$ cat src/rtl/skullfet_serializer.sv
// Load-and-shift cell: serializes a word MSB-first on sout, or steps it as a Fibonacci LFSR.
// Latency: load at E0, WIDTH shift edges, done pulses for the cycle after E(WIDTH).
// Backpressure: load_ready is high only in IDLE; load_valid during SHIFT is dropped, never queued.
module skullfet_serializer #(
    parameter int              WIDTH     = 8,
    parameter logic [WIDTH-1:0] LFSR_TAPS = 'hB8,
    parameter logic [WIDTH-1:0] SEED      = 'd1
) (
    input  logic             clk,
    input  logic             reset,
`ifdef USE_POWER_PINS
    input  logic             VGND,
    input  logic             VPWR,
`endif
    input  logic             load_valid,
    output logic             load_ready,
    input  logic [WIDTH-1:0] load_data,
    input  logic             mode,
    input  logic             sin,
    output logic             sout,
    output logic [WIDTH-1:0] q,
    output logic             busy,
    output logic             done
);

    localparam int             CW   = $clog2(WIDTH + 1);
    localparam logic [CW-1:0]  LAST = CW'(WIDTH - 1);

    typedef enum logic {IDLE = 1'b0, SHIFT = 1'b1} state_t;

    state_t           state, state_nxt;
    logic [WIDTH-1:0] q_r, q_nxt;
    logic [CW-1:0]    cnt, cnt_nxt;
    logic             mode_r, mode_nxt;
    logic             done_r, done_nxt;
    logic             power_good;

`ifdef USE_POWER_PINS
    assign power_good = (VPWR === 1'b1) && (VGND === 1'b0);
`else
    assign power_good = 1'b1;
`endif

    always_comb begin
        state_nxt = state;
        q_nxt     = q_r;
        cnt_nxt   = cnt;
        mode_nxt  = mode_r;
        done_nxt  = 1'b0;
        case (state)
            IDLE: begin
                if (load_valid) begin
                    // An all-zero LFSR would lock up, so substitute the seed.
                    q_nxt     = (mode && (load_data == '0)) ? SEED : load_data;
                    mode_nxt  = mode;
                    cnt_nxt   = '0;
                    state_nxt = SHIFT;
                end
            end
            SHIFT: begin
                q_nxt   = {q_r[WIDTH-2:0], mode_r ? ^(q_r & LFSR_TAPS) : sin};
                cnt_nxt = cnt + CW'(1);
                if (cnt == LAST) begin
                    state_nxt = IDLE;
                    done_nxt  = 1'b1;
                end
            end
            default: ;
        endcase
    end

    // Losing power corrupts every flop; only reset brings the cell back.
    always_ff @(posedge clk or posedge reset) begin
        if (reset) begin
            state  <= IDLE;
            q_r    <= '0;
            cnt    <= '0;
            mode_r <= 1'b0;
            done_r <= 1'b0;
        end else if (!power_good) begin
            state  <= state_t'(1'bx);
            q_r    <= 'x;
            cnt    <= 'x;
            mode_r <= 1'bx;
            done_r <= 1'bx;
        end else begin
            state  <= state_nxt;
            q_r    <= q_nxt;
            cnt    <= cnt_nxt;
            mode_r <= mode_nxt;
            done_r <= done_nxt;
        end
    end

    assign load_ready = power_good ? (state == IDLE)   : 1'bx;
    assign busy       = power_good ? (state == SHIFT)  : 1'bx;
    assign done       = power_good ? done_r            : 1'bx;
    assign q          = power_good ? q_r               : 'x;
    assign sout       = power_good ? q_r[WIDTH-1]      : 1'bx;

endmodule

$ cat config.mk
export PLATFORM = sky130hd
export DESIGN_NAME = skullfet_serializer
export DESIGN_NICKNAME = d
export VERILOG_FILES = /design/src/rtl/skullfet_serializer.sv
export SDC_FILE = /design/constraint.sdc
export NUM_CORES = 1
export LEC_CHECK = 0
export ABC_AREA = 1
export BUFFER_PORTS_ARGS = -buffer_cell sky130_fd_sc_hd__buf_2
export CORE_MARGIN = 4
export CORE_UTILIZATION = 43
export CTS_CLUSTER_SIZE = 40
export DETAILED_ROUTE_END_ITERATION = 10
export PLACE_DENSITY = 0.82
export RECOVER_POWER = 50
export SETUP_SLACK_MARGIN = 0.5
export SYNTH_ARGS = -nofsm -noshare
export SYNTH_HDL_FRONTEND = slang
export SYNTH_SLANG_ARGS = --single-unit
$ cat constraint.sdc
create_clock -name clk -period 1.1 [get_ports clk]
set_clock_uncertainty 0.2 [all_clocks]
set_input_delay 0.11 -clock clk [delete_from_list [all_inputs] [get_ports clk]]
set_output_delay 0.11 -clock clk [all_outputs]
set_load 0.02 [all_outputs]
# Yosys cells after proc, flatten, opt, wreduce, memory -nomap -nowiden
# Index checks and enable logic that the tools add are counted.
# word_totals
output_inout_bits,12
reg_bits,15
word_cells,24
in_bits,13
# op_classes
muxes,11
n_eq_ne,2
n_addsub,1
bitwise,1
n_reduce_logical,4
# op_table
op,count
$mux 8,2
$pmux 8 s2,1
$logic_not 8->1,1
$pmux 4 s2,1
$reduce_xor 8->1,1
$mux 1,5
$add 4x1->4 const B,1
$eq 4x3->1 const B,1
$mux 4,1
$ne 2x2->1 const B,1
$pmux 1 s2,1
$reduce_and 2->1,1
$logic_and 1x1->1,1
$not 1->1,1

# Logic depth before layout (Yosys ltp)
# Gate-level depths: netlist of run 1.
# logic_depth
ltp_word,5
depth_mapped,8
mapped_depth_nobuf,8

# Worst setup path before layout of run 1
# Ideal clock, no wire load.
# synth_timing
kind,flip-flop to flip-flop
from,"register state, in the netlist busy"
to,"register q_r[4], in the netlist q[4]"
path_stages_with_launch,7
path_buffers,1
slack_ns,-0.207
setup_time_ns,0.138
t_required_ns,0.762
arrival_time_ns,0.969
synth_period_minus_slack_ns,1.307
path_cell_list,dfrtp_1 > buf_6 > inv_4 > nand2_4 > inv_4 > nand2_1 > o221ai_1
# synth_between
elab_chain_len,2
elab_cells_between_ends,3
classes_between,eq/ne: 1; mux: 1; bitwise: 1
# synth_rtl
element,line_no,source
start: declaration,31,"state_t state, state_nxt;"
start signal: assignment,81,state <= state_t'(1'bx);
start signal: assignment,87,state <= state_nxt;
$not 1->1 (no line) *,n/a,
via load_ready,16,"output logic load_ready,"
$pmux 8 s2 / $ne 2x2->1 (equally long branches),n/a,
end signal: assignment,88,q_r <= q_nxt;
end: declaration,32,"logic [WIDTH-1:0] q_r, q_nxt;"
# The timed path passes the listed nets; every way through them passes the cells marked *.
# A chain may end at the register's enable or synchronous reset.

# Worst setup path in the final report of run 1
# layout_timing
from,"register state, in the netlist busy"
to,output load_ready
# layout_between
elab_chain_len,1
# layout_rtl
element,line_no
$not 1->1 (no line),n/a
end: declaration,16
# Every way passes these cells.

==> run_results.csv, run 1 <==
group,metric,value,unit
cts,ctsHtreeMaxLevel,1,
setup_path,crit_path_max_incr_delay,0.48,ns
setup_path,start_kind,"flop",
final_layout,seq_area,384,um2
yosys,syn-num-nets,109,
placement,place_hpwl,1400,um
sta,setup_tns,-3.52,ns
placement,placed_area,995,um2
cts,cts-root-buf,"clkbuf_4",
cts,cts_sinks,15,
global_routing,grt_max_degree,16,
job,drv_cap,0,
route,first_pass_iters,4,
sta,min_period,1.33,ns
sta,maxSlewHeadroom,44.5,%
yosys,synth_area,773,um2
final_layout,drive_gt1_share,50.7,%
power,power.leakage,0.657,nW
sta,min_period_over_period,121,%
placement,place_ws,-0.157,ns
route,top_layer,"met4",
cts,cts_max_path_buffers,2,
route,drc,0,
power,power,3.65,mW
route,viasPerCell,4.82,
yosys,ys_warn_count,0,
setup_path,path_buf_inv,3,
route,drt-initial-drc-count,13,
sta,rsz0062_at_grt,"true",
setup_path,cp-end-kind,"output port",
yosys,ys_types,21,
worst_hold_path,hold_class,"primary input to async pin",
cts,clk_pin_slew,0.10,ns
route,drt_wl_total,2100,um
setup_path,crit_arrival,1.02,ns
setup_path,path_delay_family,"flip-flops",
final_layout,fillers,125,
route,num_vias,825,
sta,finalHoldViolations,24,
setup_path,critPathSlowestCell,"dfrtp_2",
global_routing,overflow,0,
cts,cts_inserted_buffers,3,
route,routed-wl-met3,132,um
cts,cts_tree,"yes",
setup_path,critPathMaxFanout,4,
sta,max_freq,753,MHz
route,wire_per_inst,12.3,um
final_layout,antennaDiodeCount,0,
floorplanning,core,1710,um2
placement,portBuffers,24,
yosys,synth_cells,95,
power,ir_worst_vdd,1.60,mV
final_layout,multi_input_area,360,um2
setup_path,worst-setup-path-type,"flop to output port",
floorplanning,core.rowCount,15,
global_routing,first_global_vias,813,
route,route.met2.wl,1080,um
yosys,synthTopCellsByArea,"dfrtp_1 (49%), nand2_1 (17%), a22oi_1 (3.9%)",
yosys,synth_seq_cells,15,
floorplanning,ios,25,
cts,clk_latency,0.28,ns
setup_path,cp_common_cell,"buf_6",
global_routing,grt_pass1_wl,3430,um
final_layout,area_growth,61.0,%
sta,drv_slew,0,
placement,globalplace.congestion,0.807,
setup_path,crit_required,0.79,ns
floorplanning,die_area,2540,um2
setup_path,r2r-end,"busy$_DFF_PP0_",
route,ant_nets,0,
sta,worstMarginPinSlew,0.832,ns
yosys,synth_top_area_share,48.5,%
power,p_per_area,2930,nW/um2
final_layout,nets,161,
sta,setup-violations-final,26,
setup_path,r2r_cells,6,
final_layout,final_area,1240,um2
outcome,violations,"negative hold slack, negative setup slack",
sta,layout_setup_ws,-0.228,ns
route,wl_met1,875,um
global_routing,antenna_found_initial,0,
sta,hold-worst-slack,-0.161,ns
outcome,status,"finished, violations left",
yosys,yosysSeqAreaShare,48.5,%
floorplanning,die_y,50.4,um
yosys,syn_area_per_cell,8.14,um2
floorplanning,initial_utilization,45.3,%
setup_path,r2r_setup_slack,-0.22,ns
setup_path,path_cells,"inv_8, buf_6, buf_6",
global_routing,grt_usage,17.6,%
setup_path,worstReg2RegStart,"busy$_DFF_PP0_",
floorplanning,die_w,50.4,um
yosys,yosysTopAreaCell,"dfrtp_1",
[kinds of logic (layout without fill, tap and decap cells)]
group,count (synthesis),after routing,synth area share (%)
flip-flops,15,15,48.5
adder cells (fa/ha/maj),1,1,1.62
AO/OA/AOI/OAI,12,12,10.5
AND/OR/NAND/NOR,53,54,30.4
buffers and inverters,14,64,8.90
[flip-flops by register name, indices dropped and copies added (netlist names)]
signal	flops
busy	1
cnt	4
done	1
mode_r	1
q	8
[power by group]
part	internal [mW]	switching [mW]
combinational	1.22	1.02
sequential	0.839	0.258
clock	0.135	0.186
[worst max-delay path by stage]
stage	start	cells past startpoint	slack (ns)	to
CTS	busy$_DFF_PP0_	3	-0.22	load_ready
floorplan	busy$_DFF_PP0_	6	-0.13	q[4]$_DFFE_PP0P_
global route	busy$_DFF_PP0_	4	-0.26	q[5]$_DFFE_PP0P_
finish	busy$_DFF_PP0_	3	-0.23	load_ready
global placement	busy$_DFF_PP0_	5	-0.13	q[5]$_DFFE_PP0P_
detailed placement	busy$_DFF_PP0_	5	-0.16	q[4]$_DFFE_PP0P_
[cells in the mapped netlist]
cell      instances
nand2_1          36
dfrtp_1          15
inv_1             8
nor2_1            8
a22oi_1           4
nand3_1           3
o21ai_0           3
a21oi_1           2
inv_2             2
inv_4             2
o221ai_1          2
a22o_1            1
buf_4             1
buf_6             1
ha_1              1
nand2_2           1
nand2_4           1
nand4_1           1
nor2_2            1
nor2_8            1
nor3_1            1
[layout make-up]
cell class	count	area share (%)
multi-input combinational	67	28.9
inverter	12	4.62
timing repair buffer	48	30.9
clock inverter	1	0.402
tap	25	2.51
sequential	15	30.9
clock buffer	3	1.81
[layer usage]
| metal | track usage [%] | vias to the layer above |
|---|---|---|
| met5 | 0 | - |
| met3 | 5.34 | 4 |
| met1 | 21.3 | 379 |
| met2 | 29.6 | 32 |
| li1 | - | 410 |
| met4 | 5.83 | 0 |
[stage by stage]
step	utilization (%)	cells
2_1_floorplan	-	95
3_3_place_gp	58.2	152
3_5_place_dp	58.2	152
4_1_cts	69.4	167
5_1_grt	72.9	171
6_report	72.9	171
[layout by cell type, fill, tap and decap left out]
cell | netlist | layout
nand2_1 | 36 | 34
buf_4 | 1 | 18
buf_6 | 1 | 16
buf_2 | 0 | 13
nor2_1 | 8 | 8
dfrtp_1 | 15 | 8
dfrtp_2 | 0 | 7
inv_1 | 8 | 6
inv_2 | 2 | 4
nand3_1 | 3 | 3
a22oi_1 | 4 | 3
nand2_2 | 1 | 3
clkbuf_4 | 0 | 3
o21ai_0 | 3 | 2
inv_8 | 0 | 1
nand2_4 | 1 | 1
inv_6 | 0 | 1
nor2_8 | 1 | 1
o221ai_2 | 0 | 1
o221ai_1 | 2 | 1
nor2_2 | 1 | 1
nand4_1 | 1 | 1
o21ai_1 | 0 | 1
a22oi_2 | 0 | 1
a22o_1 | 1 | 1
a21oi_2 | 0 | 1
a21oi_1 | 2 | 1
nor3_1 | 1 | 1
ha_1 | 1 | 1
clkinv_2 | 0 | 1
nor2_4 | 0 | 1
clkbuf_1 | 0 | 1
[what timing repair did]
item                                   in CTS  in global routing
setup endpoints to repair                  27                 27
buffers inserted                           11                  3
cloned                                      0                  1
pin swaps                                   2                  3
resized for setup                          26                  9
endpoints found under the hold margin      24                 23
[worst reg2reg max path: cells and delay by family (launching register included)]
kind                   cells  cell delay [ns]
DFF                        1             0.46
and+or+nand+nor            4             0.30
buffers and inverters      2             0.26
Power figures use the tool's default switching activity.
==> inputs of run 2 (changes only) <==
Settings changed: CELL_PAD_IN_SITES_DETAIL_PLACEMENT set to 1, CELL_PAD_IN_SITES_GLOBAL_PLACEMENT set to 2, CORE_UTILIZATION 43 to 24.
==> run 2 against run 1 <==
  * The run still ends with negative hold slack, negative setup slack left
  * Power down 1.4%
  * Fmax is 5.0% lower
  * First-iteration DRC count rose by 15%
  * Highest routed layer unchanged
==> run_results.csv, run 2 (synthesis results as in run 1) <==
group,metric,value,unit
outcome,status,"finished, violations left",
outcome,violations,"negative hold slack, negative setup slack",
final_layout,final_cell_mix,"nand2_1 (35), buf_6 (17), buf_4 (15), buf_2 (13), nor2_1 (8)",
final_layout,drive_gt1_share,47.9,%
power,p_per_area,2860,nW/um2
floorplanning,initial_utilization,25.1,%
cts,ctsHtreeMaxLevel,1,
final_layout,area_growth,63.1,%
sta,setup-violations-final,27,
floorplanning,die_y,64.8,um
cts,cts_tree,"yes",
setup_path,worst-setup-path-type,"flop to output port",
global_routing,grt_pass1_wl,3930,um
power,power.leakage,0.646,nW
global_routing,grt_usage,12.0,%
placement,globalplace.congestion,0.681,
job,drv_cap,0,
placement,portBuffers,24,
sta,setup_tns,-4.38,ns
setup_path,crit_required,0.79,ns
floorplanning,die_w,64.8,um
final_layout,final_common_cell,"nand2_1",
floorplanning,core,3080,um2
final_layout,antennaDiodeCount,0,
route,num_vias,808,
cts,cts-root-buf,"clkbuf_4",
sta,rsz0062_at_grt,"true",
setup_path,cp-end-kind,"output port",
sta,hold-worst-slack,-0.175,ns
final_layout,nets,159,
sta,layout_setup_ws,-0.297,ns
route,drt-initial-drc-count,15,
route,ant_nets,0,
floorplanning,ios,25,
sta,maxSlewHeadroom,45.0,%
final_layout,stdcell_count,188,
route,viasPerCell,4.30,
power,ir_worst_vdd,0.678,mV
floorplanning,core.rowCount,20,
global_routing,grt_max_degree,16,
cts,cts_sinks,15,
cts,clk_latency,0.29,ns
route,wire_per_inst,12.3,um
route,drt_wl_total,2320,um
sta,worstMarginPinSlew,0.825,ns
final_layout,largest_register_ffs,8,
sta,min_period_over_period,127,%
global_routing,overflow,0,
sta,drv_slew,0,
sta,min_period,1.40,ns
global_routing,first_global_vias,883,
floorplanning,die_area,4190,um2
final_layout,fillers,386,
sta,max_freq,716,MHz
setup_path,start_kind,"flop",
placement,place_hpwl,1620,um
route,drc,0,
sta,finalHoldViolations,24,
cts,cts_inserted_buffers,3,
placement,placedCellCount,172,
global_routing,antenna_found_initial,0,
setup_path,critPathMaxFanout,3,
cts,clk_pin_slew,0.10,ns
setup_path,crit_arrival,1.09,ns
route,first_pass_iters,4,
cts,cts_max_path_buffers,2,
worst_hold_path,hold_class,"primary input to async pin",
-- run 2: path summary, 6_finish.rpt --
check	start	end	slack [ns]	cells past startpoint
max	busy$_DFF_PP0_	load_ready	-0.30	3
min	reset	cnt[1]$_DFFE_PP0P_	-0.18	3
max reg2reg	busy$_DFF_PP0_	q[4]$_DFFE_PP0P_	-0.25	5
min reg2reg	cnt[3]$_DFFE_PP0P_	done$_DFF_PP0_	0.28	1
max in group asynchronous	reset	busy$_DFF_PP0_	0.28	3
min in group clk	mode	mode_r$_DFFE_PP0P_	-0.17	3
-- run 2: area by class of cell --
| type | count | area, um2 | area share [%] |
|---|---|---|---|
| inverters | 12 | 60.1 | 4.76 |
| multi-input cells | 67 | 358 | 28.4 |
| clock buffers | 3 | 22.5 | 1.79 |
| well taps | 44 | 55.1 | 4.37 |
| flip-flops and latches | 15 | 388 | 30.8 |
| clock inverters | 1 | 5.00 | 0.397 |
| repair buffers | 46 | 373 | 29.6 |
-- run 2: timing repair --
item                                    in CTS  in global routing
endpoints found under the hold margin       24                 24
endpoints found under the setup margin      27                 27
pin swaps                                    1                  0
gates cloned                                 1                  0
gates resized for setup                     26                 11
setup buffers                                7                  4
-- run 2: layer usage --
layer	global-route usage [%]	part of all wire, %	vias to the layer above
met1	13.7	40	382
li1	-	-	403
met5	0	0	-
met4	5.54	1.6	0
met3	1.04	3.8	4
met2	22.2	55	19
-- run 2: where the power goes --
| part | internal (mW) | switching [mW] |
|---|---|---|
| clock | 0.135 | 0.197 |
| combinational | 1.16 | 1.01 |
| sequential | 0.847 | 0.250 |
| total | 2.14 | 1.46 |
-- run 2: stage by stage --
stage	power, mW	util (%)	setup slack, ns	instance area [um2]	hold WS, ns
after floorplan	2.02	-	-0.129	795	-0.189
after global placement	2.57	33.3	-0.192	1030	-0.0735
after detailed placement	2.61	33.3	-0.207	1030	-0.0771
after CTS	3.42	39.0	-0.304	1200	-0.394
after global routing	3.88	41.0	-0.325	1260	-0.160
final	3.60	41.0	-0.297	1260	-0.175
-- run 2: critical path, cell delays in order, from the launching register on --
cell     delay (ns)
dfrtp_4        0.54
inv_8          0.06
buf_6          0.09
buf_6          0.10
==> inputs of run 3 (changes only) <==
Settings changed: MAX_ROUTING_LAYER set to met4.
==> run 3 against run 2 <==
  * The run still ends with negative hold slack, negative setup slack left
  * First-iteration DRC count up 40%
  * Power down 0.10%
  * Largest power group unchanged
  * Largest cell class unchanged
  * Register-to-register slack about the same
  * Wire length about the same
==> run_results.csv, run 3 (synthesis results as in run 1) <==
group,metric,value,unit
placement,portBuffers,24,
setup_path,start_kind,"flop",
outcome,status,"finished, violations left",
setup_path,crit_path_max_incr_delay,0.53,ns
global_routing,antenna_found_initial,0,
power,p_per_area,2850,nW/um2
final_layout,final_common_cell,"nand2_1",
sta,min_period,1.40,ns
route,num_vias,812,
sta,rsz0062_at_grt,"true",
sta,min_period_over_period,127,%
setup_path,worst-setup-path-type,"flop to output port",
floorplanning,ios,25,
cts,clk_latency,0.29,ns
power,power.leakage,0.646,nW
cts,cts-root-buf,"clkbuf_4",
global_routing,grt_usage,12.3,%
power,ir_worst_vdd,0.676,mV
sta,drv_slew,0,
final_layout,largest_register_ffs,8,
route,drc,0,
power,p_switching,1.46,mW
global_routing,use_met3,0.867,%
route,first_pass_iters,4,
sta,setup-violations-final,27,
cts,cts_inserted_buffers,3,
setup_path,critPathSlowestCell,"dfrtp_4",
global_routing,grt_use_met2,22.2,%
route,drt-initial-drc-count,21,
global_routing,first_global_vias,883,
power,p_int,2.14,mW
power,switching_share,40.5,%
floorplanning,core,3080,um2
outcome,violations,"negative hold slack, negative setup slack",
sta,layout_setup_ws,-0.295,ns
power,seqPwrFrac,30.5,%
final_layout,final_area,1260,um2
setup_path,cp-end-kind,"output port",
final_layout,multi_input_area,358,um2
route,wire_per_inst,12.3,um
route,drt_wl_total,2320,um
cts,cts_tree,"yes",
floorplanning,die_area,4190,um2
setup_path,crit_required,0.79,ns
job,drv_cap,0,
floorplanning,die_w,64.8,um
placement,placedCellCount,172,
final_layout,fillers,386,
floorplanning,core.rowCount,20,
power,p_clk_share,9.2,%
cts,cts_max_path_buffers,2,
worst_hold_path,hold_class,"primary input to async pin",
floorplanning,initial_utilization,25.1,%
sta,hold-worst-slack,-0.176,ns
global_routing,grt_max_degree,16,
global_routing,grt-busiest-layer,"met2",
final_layout,final_cell_mix,"nand2_1 (35), buf_6 (17), buf_4 (15), buf_2 (13), nor2_1 (8)",
route,ant_nets,0,
cts,cts_sinks,15,
setup_path,crit_arrival,1.09,ns
sta,finalHoldViolations,24,
sta,maxSlewHeadroom,45.1,%
sta,max_freq,717,MHz
route,viasPerCell,4.32,
final_layout,utilization,41.0,%
setup_path,r2r_setup_slack,-0.24,ns
sta,worstMarginPinSlew,0.823,ns
final_layout,drive_gt1_share,47.9,%
global_routing,grt_pass1_wl,3930,um
setup_path,critPathMaxFanout,3,
final_layout,stdcell_count,188,
final_layout,antennaDiodeCount,0,
placement,placed_area,1030,um2
placement,place_hpwl,1620,um
global_routing,gr-usage-met1,13.8,%
final_layout,nets,159,
global_routing,overflow,0,
final_layout,area_growth,63.1,%
power,pwr-share-comb,60.4,%
setup_path,cp_common_cell,"buf_6",
cts,ctsHtreeMaxLevel,1,
floorplanning,die_y,64.8,um
final_layout,seq_area,388,um2
cts,clk_pin_slew,0.10,ns
setup_path,path_cells,"inv_8, buf_6, buf_6",
placement,globalplace.congestion,0.688,
==> run 3: cell counts in the layout (fill, tap and decap cells not counted) <==
Identical to the previous run, type by type.
==> run 3: worst max-delay path: cells and delay by family (launching register included) <==
family | cells | cell delay [ns]
flops | 1 | 0.53
buf+inv | 3 | 0.25
==> run 3: area by class of cell <==
class                           instances  area share (%)
Clock buffer                            3            1.79
Inverter                               12            4.76
Timing Repair Buffer                   46            29.6
Sequential cell                        15            30.8
Clock inverter                          1           0.397
Tap cell                               44            4.37
Multi-Input combinational cell         67            28.4
==> run 3: path summary, 6_finish.rpt <==
check | endpoint | depth (start not counted) | start
hold reg to reg | done$_DFF_PP0_ | 1 | cnt[3]$_DFFE_PP0P_
setup / recovery | load_ready | 3 | busy$_DFF_PP0_
hold / removal | cnt[1]$_DFFE_PP0P_ | 3 | reset
min in group clk | mode_r$_DFFE_PP0P_ | 3 | mode
max in group asynchronous | busy$_DFF_PP0_ | 3 | reset
setup reg to reg | q[4]$_DFFE_PP0P_ | 5 | busy$_DFF_PP0_
==> run 3: power groups by stage <==
stage | registers [mW] | logic (mW) | clock network [mW]
2_1_floorplan | 1.27 | 0.751 | 0
3_3_place_gp | 1.11 | 1.46 | 0
3_5_place_dp | 1.13 | 1.49 | 0
4_1_cts | 1.10 | 1.98 | 0.338
5_1_grt | 1.13 | 2.38 | 0.361
6_report | 1.10 | 2.17 | 0.330
==> run 3: metrics by stage <==
step	hold WS (ns)	power, mW	worst slack [ns]	setup TNS [ns]
2_1_floorplan	-0.189	2.02	-0.129	-1.30
3_3_place_gp	-0.0735	2.57	-0.192	-2.08
3_5_place_dp	-0.0771	2.61	-0.207	-2.28
4_1_cts	-0.394	3.42	-0.304	-4.81
5_1_grt	-0.160	3.88	-0.325	-5.50
6_report	-0.176	3.60	-0.295	-4.35
==> run 3: per-layer routing <==
layer | share of wire [%] | vias to the layer above | routed length, um
met5 | 0 | - | 0
met4 | 1.6 | 0 | 38
met3 | 4.3 | 4 | 99
met2 | 55 | 21 | 1270
met1 | 39 | 384 | 911
li1 | - | 403 | -
==> run 3: timing repair <==
action | CTS | global route
cloned | 1 | 0
setup endpoints to repair | 27 | 27
setup buffers | 7 | 4
resized for setup | 26 | 11
pin swaps | 1 | 0
endpoints found under the hold margin | 24 | 24
